==> src/rtl/mux_nway_reg.sv <==
// Registered N-input word mux with per-channel valid/ready, explicit-select or round-robin grant.
// Latency: one cycle from input handshake to out_valid; sustains one word per cycle.
// Backpressure: while out_valid && !out_ready every output and the rr pointer hold and no in_ready is raised.
//
// Ports:
//   clk, rst          rising-edge clock, asynchronous active-low reset
//   in_data/in_valid  flattened channel words (channel i at [i*WORD_LENGTH +: WORD_LENGTH]) and valids
//   in_ready          one-hot (or zero) combinational accept toward the granted channel
//   sel, arb_mode     channel index for mode 0; arb_mode 1 selects round-robin
//   out_data/out_valid/out_ready/out_sel  registered output stage and index of its source
module mux_nway_reg #(
  parameter int WORD_LENGTH = 32,
  parameter int NUM_INPUTS  = 4,
  localparam int SEL_W = (NUM_INPUTS > 2) ? $clog2(NUM_INPUTS) : 1
) (
  input  logic                            clk,
  input  logic                            rst,
  input  logic [NUM_INPUTS*WORD_LENGTH-1:0] in_data,
  input  logic [NUM_INPUTS-1:0]           in_valid,
  output logic [NUM_INPUTS-1:0]           in_ready,
  input  logic [SEL_W-1:0]                sel,
  input  logic                            arb_mode,
  output logic [WORD_LENGTH-1:0]          out_data,
  output logic                            out_valid,
  input  logic                            out_ready,
  output logic [SEL_W-1:0]                out_sel
);

  // One extra bit so ptr + offset can exceed NUM_INPUTS before wrapping.
  localparam logic [SEL_W:0] NUM_W = (SEL_W+1)'(NUM_INPUTS);

  logic [SEL_W-1:0]       ptr;
  logic [SEL_W-1:0]       ptr_nxt;
  logic [SEL_W-1:0]       grant_idx;
  logic                   grant_vld;
  logic [WORD_LENGTH-1:0] grant_dat;
  logic [SEL_W:0]         scan_idx;
  logic                   can_load;
  logic                   load;

  assign can_load = !out_valid || out_ready;
  assign load     = can_load && grant_vld;

  // Grant selection. In round-robin mode the offsets are scanned from the
  // farthest to the nearest, so the last hit (nearest to ptr) wins.
  always_comb begin
    grant_vld = 1'b0;
    grant_idx = '0;
    scan_idx  = '0;
    if (!arb_mode) begin
      grant_idx = sel;
      // An out-of-range select never grants anything.
      if ({1'b0, sel} < NUM_W) begin
        grant_vld = in_valid[sel];
      end
    end else begin
      for (int k = NUM_INPUTS - 1; k >= 0; k--) begin
        scan_idx = {1'b0, ptr} + (SEL_W+1)'(k);
        if (scan_idx >= NUM_W) begin
          scan_idx = scan_idx - NUM_W;
        end
        if (in_valid[scan_idx[SEL_W-1:0]]) begin
          grant_vld = 1'b1;
          grant_idx = scan_idx[SEL_W-1:0];
        end
      end
    end
  end

  // Data path only ever looks at the granted channel, so idle channels
  // carrying X cannot leak into out_data.
  always_comb begin
    grant_dat = '0;
    for (int i = 0; i < NUM_INPUTS; i++) begin
      if (grant_idx == SEL_W'(i)) begin
        grant_dat = in_data[i*WORD_LENGTH +: WORD_LENGTH];
      end
    end
  end

  always_comb begin
    in_ready = '0;
    for (int i = 0; i < NUM_INPUTS; i++) begin
      in_ready[i] = rst && load && (grant_idx == SEL_W'(i));
    end
  end

  assign ptr_nxt = ({1'b0, grant_idx} == NUM_W - 1'b1) ? '0 : grant_idx + 1'b1;

  always_ff @(posedge clk or negedge rst) begin
    if (!rst) begin
      out_valid <= 1'b0;
      out_data  <= '0;
      out_sel   <= '0;
      ptr       <= '0;
    end else if (can_load) begin
      out_valid <= grant_vld;
      // With no grant the last word and index stay put; only valid drops.
      if (grant_vld) begin
        out_data <= grant_dat;
        out_sel  <= grant_idx;
        ptr      <= ptr_nxt;
      end
    end
  end

endmodule

==> config.mk <==
export PLATFORM = sky130hd
export DESIGN_NAME = mux_nway_reg
export DESIGN_NICKNAME = d
export VERILOG_FILES = /design/src/rtl/mux_nway_reg.sv
export SDC_FILE = /design/constraint.sdc
export NUM_CORES = 1
export LEC_CHECK = 0
export BUFFER_PORTS_ARGS = -buffer_cell sky130_fd_sc_hd__buf_2
export CAP_MARGIN = 30
export CORE_ASPECT_RATIO = 1.2
export CORE_MARGIN = 2
export CORE_UTILIZATION = 45
export CTS_BUF_LIST = sky130_fd_sc_hd__clkbuf_4 sky130_fd_sc_hd__clkbuf_8
export CTS_CLUSTER_SIZE = 12
export DETAILED_ROUTE_END_ITERATION = 6
export PLACE_DENSITY = 0.83
export SLEW_MARGIN = 0
export SYNTH_ARGS = -nofsm -noshare
export SYNTH_HDL_FRONTEND = slang
export SYNTH_SLANG_ARGS = --single-unit
export TNS_END_PERCENT = 10
==> constraint.sdc <==
create_clock -name clk -period 7.4 [get_ports clk]
set_input_delay 0.37 -clock clk [delete_from_list [all_inputs] [get_ports clk]]
set_output_delay 0.37 -clock clk [all_outputs]
set_load 0.03 [all_outputs]
==> results.md <==
* Status: finished, final reports clean
* Most frequent cells in the layout: buf_2, dfrtp_1, o31ai_1, nor2b_1, nand2_1
* Worst Tran Pin Value at between 900 and 1000 ps
* Worst Hold Slack at between 200 and 250 ps
* Setup ws final at 4310 ps
* DR WL met2 at 4060 microns
* GRT Overall Usage at a little under a quarter
* Share of post-route cells with drive strength above 1 at between 50 and 60%
* Highest metal used: met4
* Clock latency on the worst-skew pair at 300 ps
* Flop-to-flop setup slack at around 4400 ps
* Row cnt at 30
* WL/cell at 15.5 microns
* Max-slew violations at 0
* Syn Inst Count at between 200 and 300
* CP required at 7030 ps
* Initial antenna violation count at 0
* Post-Route WL at 7890 microns
* M1 WL at about 3300 microns
* First-pass GRT wire length at 11,900 microns
* Max VDD drop at roughly 0.00015 V
* GRT overflow at 0
* Sink Count at 37
* CTS Buf Count at 5
* Clock skew at 11.2 ps
* Pwr dens at around 320 mW/mm^2
* Post-synth top area cell: dfrtp_1
* Crit path DAT at approximately 2700 ps
* Syn. warnings at 0
* Area growth from synthesis to layout at 39.0%
* Met3 WL at slightly above 400 microns
* Number of distinct library cells after synthesis at 29
* Vias at 2,728
* Antenna diodes at 0
* CP Max Fanout at 39
* Synth Net Count at about 400
* Drt drc at 0
* Post-detail-place hpwl at between 5000 and 6000 microns
* Critical Path End Type: output port
* Cts hold-fix bufs at 0
* Vias in the first global route at 2,591
* Port bufs at 176
* Hold Crit Class: in -> async
* TritonCTS clock tree: yes
* Die W at 74.5 microns
* Rel. slew slack at 37.8%
* Clock buffer depth at 2
* Router iterations before antenna repair at 4
* H-Tree Depth at 2
* Commonest non-fill, non-tap cell in the layout: buf_2
* Leak at between 1.5 and 2 nW
* Tmin final at 3090 ps
* Largest net degree at the start of global routing at 66
* Final hold violation count at 0
* Area contributors post-synth: dfrtp_1, mux2_4, a221oi_1, o31ai_1, nor2b_1
* Clock slew at reported path FFs at 90 ps
* Final setup vio count at 0
* Setup WS pre-CTS at approximately 4200 ps
* Die H at 88.5 microns
* Top Ports at 177
* Post-CTS Setup Bufs at 0
* Clk root buf: clkbuf_8
* Core area at 0.00571 sq mm
* Tcrit/Tclk final at 41.7%
* Placer Congestion at between 0.8 and 0.9
* Total die area at 0.00659 sq mm
* Max Fclk at 324 MHz
* Unrepaired setup endpoints after global routing: false
* Cell Area, Synth at around 0.0027 sq mm
* Starting Density at 47.0%
* Register area share after synthesis at 34.5%
* Setup TNS at 0 ps
* CTS-repair resized insts at 0
* Post-synth top area share at 34.5%
* ANT nets after route at 0
* Crit start category: flip-flop
* Via density at 5.37
* Crit Path Class: reg -> out
* Synth Area per Inst at around 10 sq um
* Max Cap Viol at 0
* Final net count at about 570
* Drt initial violations at 196
* Post-synthesis register bit count at 37
cells by family after synthesis:
logic type	count (synthesis)	share of synthesized area, %
AOI/OAI and AO/OA	78	23.1
adders and majority gates	4	1.87
buffers and inverters	31	5.65
DFF	37	34.5
muxes	36	19.3
and+or+nand+nor	78	15.5
worst paths after layout:
| check | cells after the start | from | to |
|---|---|---|---|
| worst max-delay path | 7 | ptr[0] | in_ready[3] |
| max in group asynchronous | 1 | rst | out_data[11] |
| worst max register to register | 10 | ptr[1] | out_data[9] |
| worst min register to register | 1 | out_data[0] | out_data[0] |
| min in group clk | 4 | in_data[98] | out_data[2] |
| worst min-delay path | 1 | rst | out_sel[0] |
per-stage QoR:
stage	total power, W	utilization (%)	cell area (sq um)	cells
final	0.00120	65.3	3720	508
after global placement	0.00100	62.3	3550	497
after CTS	0.00120	64.9	3700	507
after floorplan	0.000826	-	2680	264
after global routing	0.00128	65.3	3720	508
after detailed placement	0.00102	62.9	3590	499
layout make-up:
type                       instances  area (sq um)
fill                             504          1980
multi-input combinational        196          1610
timing repair buffer             181           951
sequential                        37           926
tap                               80           100
clock buffer                       5          68.8
clock inverter                     3          46.3
inverter                           6          22.5
flip-flops by register name, indices dropped and copies added, names as in the netlist:
| register | count |
|---|---|
| out_data | 32 |
| out_sel | 2 |
| ptr | 2 |
| out_valid | 1 |
routing by layer:
metal  vias up  track usage (%)
met3        10             4.56
met2       118             40.5
met4         0             7.63
met1      1279             28.7
li1       1321                -
met5         -                0
synth_stat cells:
master	number
dfrtp_1	37
nor2b_1	33
nand2_1	32
o31ai_1	32
a221oi_1	31
mux2_4	30
clkbuf_1	17
inv_1	6
a21oi_1	5
nand2b_1	5
and3_1	4
buf_2	4
buf_6	4
ha_1	4
mux2_1	3
a22o_1	2
mux2_2	2
o21ai_0	2
a211oi_2	1
a21boi_0	1
and2b_1	1
mux2i_1	1
nor2_1	1
nor3_4	1
nor4_1	1
o211ai_1	1
o21bai_1	1
o32a_2	1
o32ai_1	1
where the power goes:
part / internal, W / total (W) / switching (W)
sequential: 0.000292 / 0.000346 / 0.0000542
clock: 0.000101 / 0.000180 / 0.0000789
combinational: 0.000292 / 0.000671 / 0.000379
total: 0.000685 / 0.00120 / 0.000512
critical path, cell delays in order, from the launching register on:
cell and delay [ps]:
dfrtp_1 400, nand2b_1 150, a21oi_1 70, o32ai_1 560, ha_2 630, buf_12 260, and3_1 160, buf_2 190
(Power assumes the default switching activity.)
